**config.mk**
```make
export PLATFORM = sky130hd
export DESIGN_NAME = gc_ctrl_apb
export DESIGN_NICKNAME = d
export VERILOG_FILES = /design/src/rtl/gc_pkg.sv /design/src/rtl/gc_line_sync.sv /design/src/rtl/gc_ctrl_apb.sv
export SDC_FILE = /design/constraint.sdc
export NUM_CORES = 1
export LEC_CHECK = 0
export BUFFER_PORTS_ARGS = -buffer_cell sky130_fd_sc_hd__buf_2
export CAP_MARGIN = 20
export CORE_UTILIZATION = 45
export CTS_CLUSTER_DIAMETER = 60
export DETAILED_ROUTE_END_ITERATION = 10
export GPL_TIMING_DRIVEN = 0
export PLACE_DENSITY = 0.72
export SETUP_SLACK_MARGIN = 0.3
export SYNTH_ARGS = -nofsm -noshare
export SYNTH_HDL_FRONTEND = slang
export SYNTH_SLANG_ARGS = --single-unit
```
**constraint.sdc**
```tcl
create_clock -name PCLK -period 5.35 [get_ports PCLK]
set_input_delay 0.2675 -clock PCLK [delete_from_list [all_inputs] [get_ports PCLK]]
set_output_delay 0.2675 -clock PCLK [all_outputs]
set_load 0.02 [all_outputs]
```
**src/rtl/gc_pkg.sv**
```systemverilog
// Shared constants for the GameCube controller poller: register offsets,
// command word, field widths and FSM state encodings.
package gc_pkg;

    localparam logic [1:0] REG_CTRL    = 2'd0;
    localparam logic [1:0] REG_STATUS  = 2'd1;
    localparam logic [1:0] REG_DATA_HI = 2'd2;
    localparam logic [1:0] REG_DATA_LO = 2'd3;

    localparam int CMD_W    = 24;
    localparam int RESP_W   = 64;
    localparam int BITCNT_W = 7;

    // Poll command; bit 0 is replaced by the rumble request at start
    localparam logic [CMD_W-1:0] CMD_POLL_HI = 24'h400300;

    typedef logic [2:0] gc_state_t;

    localparam gc_state_t ST_IDLE         = 3'd0;
    localparam gc_state_t ST_TX_LOW       = 3'd1;
    localparam gc_state_t ST_TX_HIGH      = 3'd2;
    localparam gc_state_t ST_STOP_LOW     = 3'd3;
    localparam gc_state_t ST_RX_WAIT_FALL = 3'd4;
    localparam gc_state_t ST_RX_SAMPLE    = 3'd5;
    localparam gc_state_t ST_RX_WAIT_RISE = 3'd6;

endpackage

```
**src/rtl/gc_line_sync.sv**
```systemverilog
// Two-flop synchronizer for the controller pad plus one-cycle rise/fall
// pulses; resets to the idle-high level so reset never fakes an edge.
module gc_line_sync
    import gc_pkg::*;
(
    input  logic clk,
    input  logic rst_n,
    input  logic din,
    output logic level,
    output logic rise,
    output logic fall
);

    logic sync1_reg;
    logic sync2_reg;
    logic prev_reg;

    always_ff @(posedge clk or negedge rst_n) begin
        if (!rst_n) begin
            sync1_reg <= 1'b1;
            sync2_reg <= 1'b1;
            prev_reg  <= 1'b1;
        end else begin
            sync1_reg <= din;
            sync2_reg <= sync1_reg;
            prev_reg  <= sync2_reg;
        end
    end

    assign level = sync2_reg;
    assign rise  = sync2_reg & ~prev_reg;
    assign fall  = ~sync2_reg & prev_reg;

endmodule

```
**src/rtl/gc_ctrl_apb.sv**
```systemverilog
// APB3 slave that polls one GameCube controller over the open-drain line
// and exposes the 64-bit response, status and a level interrupt.
module gc_ctrl_apb
    import gc_pkg::*;
#(
    parameter int US_CYCLES  = 100,
    parameter int TIMEOUT_US = 200
) (
    input  logic        PCLK,
    input  logic        PRESERN,
    input  logic        PSEL,
    input  logic        PENABLE,
    input  logic        PWRITE,
    input  logic [7:0]  PADDR,
    input  logic [31:0] PWDATA,
    output logic [31:0] PRDATA,
    output logic        PREADY,
    output logic        PSLVERR,
    input  logic        GC_DATA_IN,
    output logic        GC_DATA_OE,
    output logic        IRQ
);

    localparam int TMR_W = $clog2(TIMEOUT_US * US_CYCLES + 1);
    localparam logic [TMR_W-1:0] T_1US = TMR_W'(US_CYCLES - 1);
    localparam logic [TMR_W-1:0] T_2US = TMR_W'(2 * US_CYCLES - 1);
    localparam logic [TMR_W-1:0] T_3US = TMR_W'(3 * US_CYCLES - 1);
    localparam logic [TMR_W-1:0] T_TO  = TMR_W'(TIMEOUT_US * US_CYCLES - 1);

    // Timer loads are N-1 so a state lasts exactly N cycles
    function automatic logic [TMR_W-1:0] low_time(input logic b);
        return b ? T_1US : T_3US;
    endfunction

    function automatic logic [TMR_W-1:0] high_time(input logic b);
        return b ? T_3US : T_1US;
    endfunction

    logic line_level;
    logic line_rise;
    logic line_fall;

    gc_line_sync u_sync (
        .clk   (PCLK),
        .rst_n (PRESERN),
        .din   (GC_DATA_IN),
        .level (line_level),
        .rise  (line_rise),
        .fall  (line_fall)
    );

    gc_state_t             state_reg, state_next;
    logic [TMR_W-1:0]      timer_reg, timer_next;
    logic [BITCNT_W-1:0]   bit_cnt_reg, bit_cnt_next;
    logic [CMD_W-1:0]      cmd_reg, cmd_next;
    logic [RESP_W-1:0]     shift_reg, shift_next;
    logic [RESP_W-1:0]     data_reg;
    logic                  rumble_reg, irq_en_reg;
    logic                  done_reg, done_next;
    logic                  timeout_reg, timeout_next;
    logic                  oe_reg, irq_reg;
    logic                  rx_done, rx_timeout;

    logic mapped, apb_wr, wr_ctrl, wr_status, start_go, busy;
    logic unused_pwdata;

    assign mapped    = (PADDR[7:4] == 4'h0) && (PADDR[1:0] == 2'b00);
    assign apb_wr    = PSEL & PENABLE & PWRITE & mapped;
    assign wr_ctrl   = apb_wr && (PADDR[3:2] == REG_CTRL);
    assign wr_status = apb_wr && (PADDR[3:2] == REG_STATUS);
    assign busy      = (state_reg != ST_IDLE);
    assign start_go  = wr_ctrl & PWDATA[0] & ~busy;
    assign unused_pwdata = ^PWDATA[31:3];

    always_comb begin
        state_next   = state_reg;
        timer_next   = (timer_reg != '0) ? timer_reg - 1'b1 : timer_reg;
        bit_cnt_next = bit_cnt_reg;
        cmd_next     = cmd_reg;
        shift_next   = shift_reg;
        rx_done      = 1'b0;
        rx_timeout   = 1'b0;
        case (state_reg)
            ST_IDLE: begin
                if (start_go) begin
                    state_next   = ST_TX_LOW;
                    cmd_next     = CMD_POLL_HI | CMD_W'(PWDATA[1]);
                    timer_next   = low_time(cmd_next[CMD_W-1]);
                    bit_cnt_next = '0;
                end
            end
            ST_TX_LOW: begin
                if (timer_reg == '0) begin
                    state_next = ST_TX_HIGH;
                    timer_next = high_time(cmd_reg[CMD_W-1]);
                end
            end
            ST_TX_HIGH: begin
                if (timer_reg == '0) begin
                    if (bit_cnt_reg == BITCNT_W'(CMD_W - 1)) begin
                        state_next = ST_STOP_LOW;
                        timer_next = T_1US;
                    end else begin
                        state_next   = ST_TX_LOW;
                        bit_cnt_next = bit_cnt_reg + 1'b1;
                        cmd_next     = {cmd_reg[CMD_W-2:0], 1'b0};
                        timer_next   = low_time(cmd_reg[CMD_W-2]);
                    end
                end
            end
            ST_STOP_LOW: begin
                if (timer_reg == '0) begin
                    state_next   = ST_RX_WAIT_FALL;
                    timer_next   = T_TO;
                    bit_cnt_next = '0;
                end
            end
            ST_RX_WAIT_FALL: begin
                if (line_fall) begin
                    state_next = ST_RX_SAMPLE;
                    timer_next = T_2US;
                end else if (timer_reg == '0) begin
                    state_next = ST_IDLE;
                    rx_timeout = 1'b1;
                end
            end
            ST_RX_SAMPLE: begin
                if (timer_reg == '0) begin
                    shift_next = {shift_reg[RESP_W-2:0], line_level};
                    if (bit_cnt_reg == BITCNT_W'(RESP_W - 1)) begin
                        state_next = ST_IDLE;
                        rx_done    = 1'b1;
                    end else begin
                        state_next   = ST_RX_WAIT_RISE;
                        timer_next   = T_TO;
                        bit_cnt_next = bit_cnt_reg + 1'b1;
                    end
                end
            end
            ST_RX_WAIT_RISE: begin
                // A '1' bit has already risen by sample time, so a high level counts
                if (line_rise | line_level) begin
                    state_next = ST_RX_WAIT_FALL;
                    timer_next = T_TO;
                end else if (timer_reg == '0) begin
                    state_next = ST_IDLE;
                    rx_timeout = 1'b1;
                end
            end
            default: state_next = ST_IDLE;
        endcase
    end

    // Hardware set is applied last so it wins over a same-cycle W1C
    always_comb begin
        done_next    = done_reg;
        timeout_next = timeout_reg;
        if (wr_status && PWDATA[1]) done_next    = 1'b0;
        if (wr_status && PWDATA[2]) timeout_next = 1'b0;
        if (start_go) begin
            done_next    = 1'b0;
            timeout_next = 1'b0;
        end
        if (rx_done)    done_next    = 1'b1;
        if (rx_timeout) timeout_next = 1'b1;
    end

    always_ff @(posedge PCLK or negedge PRESERN) begin
        if (!PRESERN) begin
            state_reg   <= ST_IDLE;
            timer_reg   <= '0;
            bit_cnt_reg <= '0;
            cmd_reg     <= '0;
            shift_reg   <= '0;
            data_reg    <= '0;
            rumble_reg  <= 1'b0;
            irq_en_reg  <= 1'b0;
            done_reg    <= 1'b0;
            timeout_reg <= 1'b0;
            oe_reg      <= 1'b0;
            irq_reg     <= 1'b0;
        end else begin
            state_reg   <= state_next;
            timer_reg   <= timer_next;
            bit_cnt_reg <= bit_cnt_next;
            cmd_reg     <= cmd_next;
            shift_reg   <= shift_next;
            done_reg    <= done_next;
            timeout_reg <= timeout_next;
            oe_reg      <= (state_next == ST_TX_LOW) || (state_next == ST_STOP_LOW);
            irq_reg     <= irq_en_reg & (done_reg | timeout_reg);
            if (wr_ctrl) begin
                rumble_reg <= PWDATA[1];
                irq_en_reg <= PWDATA[2];
            end
            if (rx_done) data_reg <= shift_next;
        end
    end

    always_comb begin
        PRDATA = '0;
        if (PSEL && !PWRITE && mapped) begin
            case (PADDR[3:2])
                REG_CTRL:    PRDATA = {29'd0, irq_en_reg, rumble_reg, 1'b0};
                REG_STATUS:  PRDATA = {29'd0, timeout_reg, done_reg, busy};
                REG_DATA_HI: PRDATA = data_reg[63:32];
                default:     PRDATA = data_reg[31:0];
            endcase
        end
    end

    assign PREADY     = 1'b1;
    assign PSLVERR    = 1'b0;
    assign GC_DATA_OE = oe_reg;
    assign IRQ        = irq_reg;

endmodule

```
Word-level counts from Yosys, hierarchy flattened
Cells that the tools add are included.
W data, S select, Z words.

storage, ports and cells
  register bits after elaboration = 186
  output and inout bits = 36
  bits of input ports = 46

cells by class
  mux-type cells = 52
  bitwise operators = 13
  add/sub/neg operators = 2
  reduce and logical (&&, ||, !) cells = 22
  eq/ne operators = 18

operator list
  operator                 number
  $mux W15                 9
  $mux W64                 2
  $pmux W15 S7             1
  $pmux W32 S3             1
  $mux W24                 3
  $pmux W24 S2             1
  $mux W7                  6
  $mux W32                 1
  $pmux W7 S4              1
  $mux W3                  9
  $mux W9                  3
  $pmux W3 S7              1
  $logic_not A15 Y1        1
  $reduce_bool A15 Y1      1
  $sub A15 B1 Y15 const B  1
  $mux W1                  12
  $ne A2 B2 Y1 const B     6
  $eq A3 B2 Y1 const B     3
  $eq A3 B3 Y1 const B     3
  $reduce_bool A3 Y1       3
  $and A1 B1 Y1            8
  $add A7 B1 Y7 const B    1
  $eq A7 B5 Y1 const B     1
  $eq A7 B6 Y1 const B     1
  other kinds (17)         28

Logic depth before layout (Yosys ltp)
Gate-level depths: netlist (run 1).

  word-level depth = 10
  gate-level depth with buffers = 12
  mapped depth without buffers = 9

Cells and area by module
A second synthesis (run 1) with hierarchy kept.

unflattened totals
  cell total of the unflattened synthesis = 686
  area total of the unflattened synthesis = 8589.5 um^2

by module, submodules not included
  module        area an instance (um^2)  instances  cells an instance  seq. area each (um^2)
  gc_ctrl_apb   8495.6                   1          681                4554.4
  gc_line_sync  93.8                     1          5                  78.8

Worst setup path after synthesis (run 1)
Ideal clock, no wire load.

  path type = register to register
  start = register timer_reg[0]
  end = register timer_reg[0]
  stages on the path, launching flop included = 12
  period minus slack after synthesis = 2.721 ns
  arrival = 2.578 ns
  path slack = 2.629 ns
  path buffers = 3
  cell sequence = dfrtp_1 inv_1 ha_1 nor4b_1 and4_1 buf_4 inv_4 clkbuf_1 buf_1 ha_1 o311ai_0 a41oi_1

on the way
  word-level cells in the longest chain between the ends = 5
  elaborated cells on any way between the ends = 13
  classes of those cells = 1 x add/sub; 10 x mux; 2 x reduce/logical

ends and longest elaborated chain
  item                                                    line                source
  start: declaration                                      gc_ctrl_apb.sv:53   logic [TMR_W-1:0] timer_reg, timer_next;
  start signal: assignment                                gc_ctrl_apb.sv:184  timer_reg <= timer_next;
  $sub A15 B1 Y15 or $reduce_bool A15 Y1 (tied branches)  gc_ctrl_apb.sv:77   timer_next = (timer_reg != '0) ? timer_reg - 1'b1 : timer_reg;
  $mux W15                                                gc_ctrl_apb.sv:77
  $mux W15                                                gc_ctrl_apb.sv:130  if (bit_cnt_reg == BITCNT_W'(RESP_W - 1)) begin
  $mux W15                                                gc_ctrl_apb.sv:128  if (timer_reg == '0) begin
  $pmux W15 S7 *                                          gc_ctrl_apb.sv:83   case (state_reg)
  via timer_next[0]                                       gc_ctrl_apb.sv:53

The timed path passes the listed nets; every way through them passes the cells marked *.
A chain may end at the register's enable or synchronous reset.

Worst setup path in the final report (run 1)
Same ends and word-level chain as after synthesis.

==> results.ini, run 1 <==
[worst_setup_path]
critPathKind = flop to flop
cp-end-kind = flop
rr_worst_depth = 11
worstPathArrival_ns = 3.64
critPathMaxFanout = 10
start_kind = flop
crit_required_ns = 5.64

[cells_and_area]
largest_reg_flops = 64
nets = 997
area_delta_synth_final_pct = 13.7
diodes = 0
drive_above_1_share_pct = 18.5
layout.cells.non_filler = 1188

[clock_tree]
postCtsResizedCells = 0
ctsHoldBuffers = 2
tritoncts = done
cts_setup_buffers = 0
clkLatencyLatePin_ns = 0.43
htreeDepth = 4
numCtsBuffers = 17
path_clk_slew_ns = 0.07
root_buffer = clkbuf_16
clock_path_buffers = 2
clock_sinks = 185

[synthesis]
syn_nets = 927
yosysUniqueCellTypes = 62
syn_area_per_cell_sq_um = 9.72
syn-instance-count = 877
synth_edf_count = 0
synth_seq_cells = 185
async_flop_share_pct = 100
netlist_area_sq_um = 8530
ys_warn_count = 0
seq_area_frac_synth_pct = 54.3
ys.flop_type = dfrtp_1

[pwr]
leakage_nw = 4.74
powerDensity_nw_per_um2 = 281
fin_total_pwr_mw = 2.73
ir_drop_uv = 270

[timing]
setup_viol = 0
slew_headroom_pct = 46.3
skew_ns = 0.0106
fmaxAchievable_mhz = 298
min_period_ns = 3.36
worst_pin_slew_ns = 0.805
timing.final.ws_setup_ns = 1.99
period_share_pct = 62.7
hold_viol = 0
maxSlewViolCount = 0
grt_setup_unrepaired = false
fin_setup_tns_ns = 0

[placed_design]
dp.cells = 1155
place_congestion = 0.922
port_buffers = 48
place_ws_ns = 2.05
dp_hpwl_microns = 12800

[route]
drtPass1Iterations = 5
num_vias = 6481
routed_via_density = 5.46
ant_nets = 0
drt_iter0_drc = 542
wl_per_cell_microns = 15.9
routed_wirelength_microns = 18900
drc = 0

[global_route]
grt_pass1_wl_microns = 32200
grt_use_total_pct = 20.8
grt_overflow_total = 0
grt_pass1_vias = 6322
grt_max_degree = 96
antenna_found_initial = 0

[die]
die_w_microns = 140
die_y_microns = 140
coreArea_sq_um = 18300
io_pins = 82
die-area_sq_um = 19500
std_cell_rows = 49
initial_core_util_pct = 46.7

[outcome]
status = complete, no violations

[job]
maxCapViolCount = 0

[worst_hold_path]
min_delay_path_depth = 2
hold_class = primary input to flop

-- path summary, 6_finish.rpt --
kind / startpoint / to / slack (ns)
worst min register to register: u_sync.sync1_reg$_DFF_PN1_ / u_sync.level$_DFF_PN1_ / 0.36
max in group asynchronous: PRESERN / shift_reg[21]$_DFF_PN0_ / 4.00
worst max-delay path: timer_reg[0]$_DFF_PN0_ / timer_reg[0]$_DFF_PN0_ / 1.99
min in group asynchronous: PRESERN / cmd_reg[10]$_DFFE_PN0P_ / 0.45
worst max register to register: timer_reg[0]$_DFF_PN0_ / timer_reg[0]$_DFF_PN0_ / 1.99
worst min-delay path: PWDATA[2] / irq_en_reg$_DFFE_PN0N_ / 0.10
-- per-stage QoR --
step	util (%)	hold WS, ns	area [sq um]
after detailed placement	49.8	0.346	9090
after CTS	53.1	0.0922	9700
after floorplan	-	-0.0281	8530
final	53.1	0.101	9700
after global routing	53.1	0.104	9700
after global placement	49.6	0.347	9050
-- logic make-up after synthesis --
kind of cell	count (synthesis)	share of synthesized area, %
other	2	0.0881
adder cells (fa/ha/maj)	4	0.587
XOR/XNOR	6	0.616
multiplexers	99	12.9
AO/OA/AOI/OAI	120	8.74
buffers and inverters	60	3.02
AND/OR/NAND/NOR	401	19.7
flip-flops	185	54.3
-- routing by layer --
metal  part of all wire (%)  GRT usage (%)
met1                     48           29.7
met2                     45           32.3
met3                    4.6           3.34
met4                    1.9           7.35
met5                      0              0
-- cell usage after synthesis, drive strengths merged (3+ instances only) --
cell    count  area [sq um]
nand2     263           987
dfrtp     182          4550
nor2       69           259
mux2       68           766
o21ai      58           290
clkbuf     30           113
mux2i      29           290
buf        22           113
nand3      19          95.1
a21oi      14          70.1
nor3       11          55.1
a211oi     10          80.1
inv         7          28.8
o22ai       6          43.8
o31ai       6          45.0
and3        5          31.3
nor4        5          46.3
a31oi       4          25.0
and2        4          25.0
ha          4          50.1
nor2b       4          25.0
o211ai      4          30.0
xnor2       4          35.0
dfstp       3          78.8
nand2b      3          18.8
nand4b      3          26.3
nor3b       3          22.5
or3         3          18.8
-- area by class of cell --
cell class	count	area [sq um]
fillers	1634	8570
flip-flops and latches	185	4630
multi-input cells	632	3640
clock buffers	18	429
repair buffers	51	298
well taps	229	287
plain buffers	52	225
clock inverters	13	156
inverters	8	32.5
-- power by group --
part	internal (mW)	leakage [nW]	total [mW]	switching [mW]
Sequential	1.40	2.50	1.40	0.00253
Clock	0.700	0.280	1.27	0.566
Combinational	0.0169	1.95	0.0578	0.0408
Total	2.12	4.74	2.73	0.609
-- critical path, stage by stage, from the launching register on --
cell and delay (ns):
dfrtp_1 0.47, inv_1 0.12, ha_1 0.29, nor4b_1 0.17, and4_1 0.20, buf_4 0.17
inv_4 0.12, clkbuf_1 0.37, buf_1 0.46, ha_1 0.36, o311ai_0 0.35, a41oi_1 0.16
-- layout by cell type (no fill, tap or decap), types with 3 or more instances in the layout --
cell type / instances
a211oi_1: 9
a21oi_1: 14
a31oi_1: 4
and2_1: 4
and3_1: 5
buf_1: 4
buf_2: 62
buf_4: 3
clkbuf_1: 31
clkbuf_16: 17
clkinvlp_4: 3
dfrtp_1: 182
dfstp_2: 3
ha_1: 4
inv_1: 6
inv_6: 4
inv_8: 3
mux2_2: 68
mux2i_1: 29
nand2_1: 263
nand2b_1: 3
nand3_1: 19
nand4b_1: 3
nor2_1: 69
nor2b_1: 4
nor3_1: 11
nor3b_1: 3
nor4_1: 4
o211ai_1: 4
o21ai_0: 58
o22ai_1: 5
o31ai_1: 6
or3_1: 3
xnor2_1: 4
Power figures use the tool's default switching activity.
==> inputs of run 2 (changes only) <==
PLACE_DENSITY = 0.75   (was 0.72)
clock period = 3 ns   (was 5.35 ns; I/O delays follow)
==> results.ini, run 2 (synthesized netlist as in run 1, its figures left out) <==
[outcome]
status = complete, no violations  ; unchanged

[worst_setup_path]
reg2reg_slack_ns = 0.32  ; was 1.99 ns
start_kind = flop  ; unchanged
crit_family = buffers and inverters  ; unchanged
timing.rr.start = timer_reg[0]$_DFF_PN0_  ; unchanged
critPathKind = flop to flop  ; unchanged
rr_worst_depth = 11  ; unchanged
cpPeakStageDelay_ns = 0.46  ; was 0.47 ns
critPathMaxFanout = 10  ; unchanged
crit_required_ns = 3.30  ; was 5.64 ns
crit_start = timer_reg[0]$_DFF_PN0_  ; unchanged
path_cells = inv_2 -> ha_4 -> nor4b_2 -> and4_1 -> buf_4 -> inv_4 -> clkbuf_4 -> buf_4 -> ha_1 -> o311ai_1 -> a41oi_1  ; was inv_1 -> ha_1 -> nor4b_1 -> and4_1 -> buf_4 -> inv_4 -> clkbuf_1 -> buf_1 -> ha_1 -> o311ai_0 -> a41oi_1
cpMostUsedCell = buf_4  ; was ha_1
worstPathArrival_ns = 2.97  ; was 3.64 ns
cp-end-kind = flop  ; unchanged
reg2reg_to = timer_reg[0]$_DFF_PN0_  ; unchanged
critPathSlowestCell = dfrtp_2  ; was dfrtp_1
crit_buf_inv = 5  ; unchanged

[global_route]
grt_overflow_total = 0  ; unchanged
met1_usage_pct = 29.3  ; was 29.7%
grt-busiest-layer = met2  ; unchanged
grt_pass1_vias = 6429  ; was 6322
grt_pass1_wl_microns = 32400  ; was 32200 microns
antenna_found_initial = 0  ; unchanged
grt_use_total_pct = 21.0  ; was 20.8%
grt_max_degree = 99  ; was 96
use_met2_pct = 32.6  ; was 32.3%
met3_usage_pct = 3.68  ; was 3.34%

[clock_tree]
tritoncts = done  ; unchanged
clock_sinks = 185  ; unchanged
root_buffer = clkbuf_16  ; unchanged
htreeDepth = 4  ; unchanged
path_clk_slew_ns = 0.07  ; about the same
clock_path_buffers = 2  ; unchanged
clkLatencyLatePin_ns = 0.44  ; was 0.43 ns
numCtsBuffers = 17  ; unchanged

[timing]
slew_headroom_pct = 44.5  ; was 46.3%
fin_setup_tns_ns = 0  ; unchanged
hold_viol = 0  ; unchanged
fmaxAchievable_mhz = 374  ; was 298 MHz
setup_viol = 0  ; unchanged
timing.final.ws_setup_ns = 0.323  ; was 1.99 ns
worst_pin_slew_ns = 0.832  ; was 0.805 ns
min_period_ns = 2.68  ; was 3.36 ns
period_share_pct = 89.2  ; was 62.7%
grt_setup_unrepaired = true  ; was false
skew_ns = 0.00892  ; was 0.0106 ns
maxSlewViolCount = 0  ; unchanged
hold_slack_ns = 0.0384  ; was 0.101 ns

[pwr]
p_seq_share_pct = 48.8  ; was 51.5%
leakage_nw = 4.80  ; was 4.74 nW
clkPwrFrac_pct = 49.1  ; was 46.4%
ir_drop_uv = 405  ; was 270 uV
powerDensity_nw_per_um2 = 521  ; was 281 nW/um^2
swShare_pct = 21.3  ; was 22.3%
power.net_switching_mw = 1.09  ; was 609 uW
p_comb_share_pct = 2.1  ; about the same
p_int_mw = 4.03  ; was 2.12 mW

[placed_design]
place_ws_ns = -0.139  ; was 2.05 ns
port_buffers = 48  ; unchanged
place_congestion = 0.940  ; was 0.922
dp_hpwl_microns = 13000  ; was 12800 microns
dpl_cell_area_sq_um = 9090  ; about the same

[route]
drt_iter0_drc = 555  ; was 542
ant_nets = 0  ; unchanged
drtPass1Iterations = 5  ; unchanged
drc = 0  ; unchanged
num_vias = 6538  ; was 6481
routed_wirelength_microns = 19300  ; was 18900 microns
routed_via_density = 5.49  ; was 5.46
wl_per_cell_microns = 16.2  ; was 15.9 microns

[cells_and_area]
nets = 999  ; was 997
post-route-cell-area_sq_um = 9850  ; was 9700 sq um
final_util_pct = 53.9  ; was 53.1%
final_cell_mix = 263 x nand2_1, 181 x dfrtp_1, 68 x mux2_2, 68 x nor2_1, 59 x buf_2  ; was 263 x nand2_1, 182 x dfrtp_1, 69 x nor2_1
diodes = 0  ; unchanged
multi_input_area_sq_um = 3660  ; was 3640 sq um
ff_latch_area_sq_um = 4630  ; about the same
drive_above_1_share_pct = 20.1  ; was 18.5%
fillers = 1588  ; was 1634
largest_reg_flops = 64  ; unchanged
area_delta_synth_final_pct = 15.5  ; was 13.7%
final_common_cell = nand2_1  ; unchanged

[die]
io_pins = 82  ; unchanged
die-area_sq_um = 19500  ; unchanged
std_cell_rows = 49  ; unchanged
coreArea_sq_um = 18300  ; unchanged
die_y_microns = 140  ; unchanged
die_w_microns = 140  ; unchanged
initial_core_util_pct = 46.7  ; unchanged

[job]
maxCapViolCount = 0  ; unchanged

[worst_hold_path]
min_delay_path_depth = 3  ; was 2
holdPathEnd = cmd_reg[0]$_DFFE_PN0P_  ; was irq_en_reg$_DFFE_PN0N_
hold_class = primary input to flop  ; unchanged
min-delay-start = PWDATA[1]  ; was PWDATA[2]

[run 2: cell count changes in the layout (fill, tap and decap cells not counted), moves of 3 or more]
cell / delta
buf_2: -3
buf_4: +3
bufinv_16: +3
clkbuf_1: -6
clkbuf_2: +4
clkbuf_4: +4
[run 2: how the worst max path moves through the flow]
stage | end | slack, ns | depth (start not counted)
2_1_floorplan | timer_reg[0]$_DFF_PN0_ | 0.39 | 11
6_report | timer_reg[0]$_DFF_PN0_ | 0.32 | 11
4_1_cts | shift_reg[30]$_DFF_PN0_ | 0.21 | 11
5_1_grt | shift_reg[38]$_DFF_PN0_ | 0.13 | 11
3_5_place_dp | timer_reg[0]$_DFF_PN0_ | -0.14 | 11
3_3_place_gp | data_reg[26]$_DFFE_PN0P_ | -1.19 | 1
[run 2: timing repair]
item	4_1_cts	5_1_grt
hold endpoints to repair	97	0
gates resized for setup	10	15
pin swaps	1	0
hold buffers	3	0
setup buffers	1	0
endpoints found under the setup margin	133	139
[run 2: worst register-to-register path, delay by kind of cell (launching register included)]
family,cells,cell delay [ns]
AOI/OAI and AO/OA,2,0.45
adders and majority gates,2,0.48
buffers and inverters,5,0.77
DFF,1,0.46
and+or+nand+nor,2,0.39
[run 2: final cells by class]
type	count	area share [%]
sequential	185	47.1
multi-input combinational	632	37.2
clock buffer	18	4.36
timing repair buffer	53	3.20
tap	229	2.91
buffer	52	2.53
clock inverter	14	2.40
inverter	8	0.330
[run 2: power groups by stage]
stage          clock, mW  combinational, mW  sequential, mW
4_1_cts             2.55              0.110            2.50
2_1_floorplan          0             0.0323            2.55
3_3_place_gp           0              0.100            2.55
6_report            2.52              0.106            2.50
5_1_grt             2.66              0.121            2.50
3_5_place_dp           0              0.107            2.55
[run 2: routing by layer]
metal | share of wire [%] | vias up
li1 | - | 3111
met1 | 49 | 3216
met2 | 45 | 182
met3 | 4.2 | 29
met4 | 1.9 | 0
met5 | 0 | -
[run 2: metrics by stage]
stage	power, mW	cells
floorplan	2.58	877
global placement	2.65	1154
detailed placement	2.66	1155
CTS	5.16	1191
global route	5.28	1191
finish	5.13	1191
==> inputs of run 3 (changes only) <==
PLACE_DENSITY = 0.72   (was 0.75)
clock period = 2.7 ns   (was 3 ns; I/O delays follow)
==> results.ini, run 3 (synthesized netlist as in run 1, its figures left out) <==
[cells_and_area]
diodes = 0  ; unchanged
largest_reg_flops = 64  ; unchanged
post-route-cell-area_sq_um = 10200  ; was 9850 sq um
final_common_cell = nand2_1  ; unchanged
area_delta_synth_final_pct = 19.6  ; was 15.5%
nets = 1020  ; was 999
layout.cells.non_filler = 1212  ; was 1191
drive_above_1_share_pct = 24.5  ; was 20.1%
fillers = 1593  ; was 1588
final_cell_mix = 263 x nand2_1, 180 x dfrtp_1, 68 x mux2_2  ; was 263 x nand2_1, 181 x dfrtp_1, 68 x mux2_2, 68 x nor2_1, 59 x buf_2

[route]
routed_via_density = 5.51  ; was 5.49
routed_wirelength_microns = 19900  ; was 19300 microns
num_vias = 6681  ; was 6538
wl_per_cell_microns = 16.4  ; was 16.2 microns
drt_iter0_drc = 623  ; was 555
drtPass1Iterations = 5  ; unchanged
drc = 0  ; unchanged
ant_nets = 0  ; unchanged

[worst_setup_path]
cp-end-kind = flop  ; unchanged
critPathKind = flop to flop  ; unchanged
critPathMaxFanout = 10  ; unchanged
crit_start = timer_reg[4]$_DFF_PN0_  ; was timer_reg[0]$_DFF_PN0_
crit_required_ns = 3.01  ; was 3.30 ns
timing.rr.start = timer_reg[4]$_DFF_PN0_  ; was timer_reg[0]$_DFF_PN0_
worstPathArrival_ns = 2.74  ; was 2.97 ns
reg2reg_slack_ns = 0.28  ; was 0.32 ns
rr_worst_depth = 8  ; was 11
start_kind = flop  ; unchanged

[timing]
hold_viol = 0  ; unchanged
worst_pin_slew_ns = 0.869  ; was 0.832 ns
maxSlewViolCount = 0  ; unchanged
period_share_pct = 89.8  ; was 89.2%
fmaxAchievable_mhz = 413  ; was 374 MHz
fin_setup_tns_ns = 0  ; unchanged
grt_setup_unrepaired = true  ; unchanged
setup_viol = 0  ; unchanged
min_period_ns = 2.42  ; was 2.68 ns
timing.final.ws_setup_ns = 0.276  ; was 0.323 ns
skew_ns = 0.0132  ; was 0.00892 ns
slew_headroom_pct = 42.1  ; was 44.5%

[global_route]
grt_pass1_wl_microns = 32900  ; was 32400 microns
grt_use_total_pct = 21.3  ; was 21.0%
grt_pass1_vias = 6460  ; was 6429
grt_max_degree = 116  ; was 99
antenna_found_initial = 0  ; unchanged
grt_overflow_total = 0  ; unchanged

[clock_tree]
path_clk_slew_ns = 0.07  ; about the same
clock_path_buffers = 2  ; unchanged
clock_sinks = 185  ; unchanged
tritoncts = done  ; unchanged
clkLatencyLatePin_ns = 0.44  ; about the same
htreeDepth = 4  ; unchanged
numCtsBuffers = 17  ; unchanged
root_buffer = clkbuf_16  ; unchanged

[pwr]
p_seq_share_pct = 50.6  ; was 48.8%
fin_total_pwr_mw = 5.49  ; was 5.13 mW
swShare_pct = 22.8  ; was 21.3%
p_comb_share_pct = 2.2  ; was 2.1%
p_int_mw = 4.24  ; was 4.03 mW
power.net_switching_mw = 1.25  ; was 1.09 mW
clkPwrFrac_pct = 47.2  ; was 49.1%
powerDensity_nw_per_um2 = 538  ; was 521 nW/um^2
leakage_nw = 4.93  ; was 4.80 nW
ir_drop_uv = 376  ; was 405 uV

[worst_hold_path]
hold_class = primary input to flop  ; unchanged
min-delay-start = PWDATA[1]  ; unchanged
min_delay_path_depth = 3  ; unchanged

[outcome]
status = complete, no violations  ; unchanged

[job]
maxCapViolCount = 0  ; unchanged

[placed_design]
port_buffers = 48  ; unchanged
place_congestion = 0.938  ; was 0.940
dp_hpwl_microns = 13000  ; about the same
dp.cells = 1155  ; unchanged
place_ws_ns = -0.113  ; was -0.139 ns
dpl_cell_area_sq_um = 9120  ; was 9090 sq um

[die]
std_cell_rows = 49  ; unchanged
die-area_sq_um = 19500  ; unchanged
coreArea_sq_um = 18300  ; unchanged
die_w_microns = 140  ; unchanged
initial_core_util_pct = 46.7  ; unchanged
io_pins = 82  ; unchanged
die_y_microns = 140  ; unchanged

[run 3: cell types whose count changed in the layout (fill, tap and decap cells not counted), moves of 4 or more]
| cell | delta |
|---|---|
| clkbuf_2 | +6 |
| clkbuf_1 | -12 |
| buf_12 | +5 |
| buf_2 | -4 |
| buf_4 | +19 |
[run 3: cell type report]
cell class	instances	area (sq um)	share of cell area, %
multi-input combinational	632	3770	36.9
clock buffer	18	439	4.30
inverter	8	42.5	0.417
tap	229	287	2.81
buffer	52	374	3.67
clock inverter	14	183	1.79
sequential	185	4640	45.4
timing repair buffer	74	473	4.64
[run 3: metal layers]
layer / wire length [microns] / up-vias / share of wire [%] / track usage, %
met3: 965 / 39 / 4.8 / 4.78
met2: 9200 / 197 / 46 / 33.9
li1: - / 3161 / - / -
met5: 0 / - / 0 / 0
met1: 9410 / 3284 / 47 / 29.3
met4: 348 / 0 / 1.7 / 6.19
[run 3: power groups by stage]
stage	Clock (mW)	Sequential [mW]	Combinational, mW
floorplan	0	2.83	0.0359
global placement	0	2.83	0.111
detailed placement	0	2.83	0.120
CTS	2.64	2.78	0.123
global route	2.74	2.78	0.136
finish	2.59	2.78	0.120
[run 3: repair_timing]
action / CTS / global route
pin swaps: 4 / 11
endpoints found under the setup margin: 159 / 158
hold buffers: 3 / 0
hold endpoints to repair: 114 / 0
gates resized for setup: 34 / 61
buffers inserted: 8 / 14
[run 3: path summary, 6_finish.rpt]
check                                                 end
worst min register to register     u_sync.level$_DFF_PN1_
min in group asynchronous          cmd_reg[7]$_DFFE_PN0P_
worst min-delay path               cmd_reg[0]$_DFFE_PN0P_
worst max-delay path             data_reg[24]$_DFFE_PN0P_
max in group asynchronous       u_sync.prev_reg$_DFF_PN1_
worst max register to register   data_reg[24]$_DFFE_PN0P_
[run 3: metrics by stage]
stage,hold slack [ns],util (%)
after global routing,0.0397,55.8
after detailed placement,0.246,49.9
after CTS,0.00875,54.4
after floorplan,-0.161,-
after global placement,0.241,49.7
final,0.0214,55.8
[run 3: critical path: stages, from the launching register on]
cell	delay, ns
dfrtp_2	0.45
nor4_4	0.32
buf_4	0.17
nand4b_1	0.10
or3_4	0.46
nor2_4	0.14
buf_12	0.16
buf_8	0.16
mux2_2	0.34
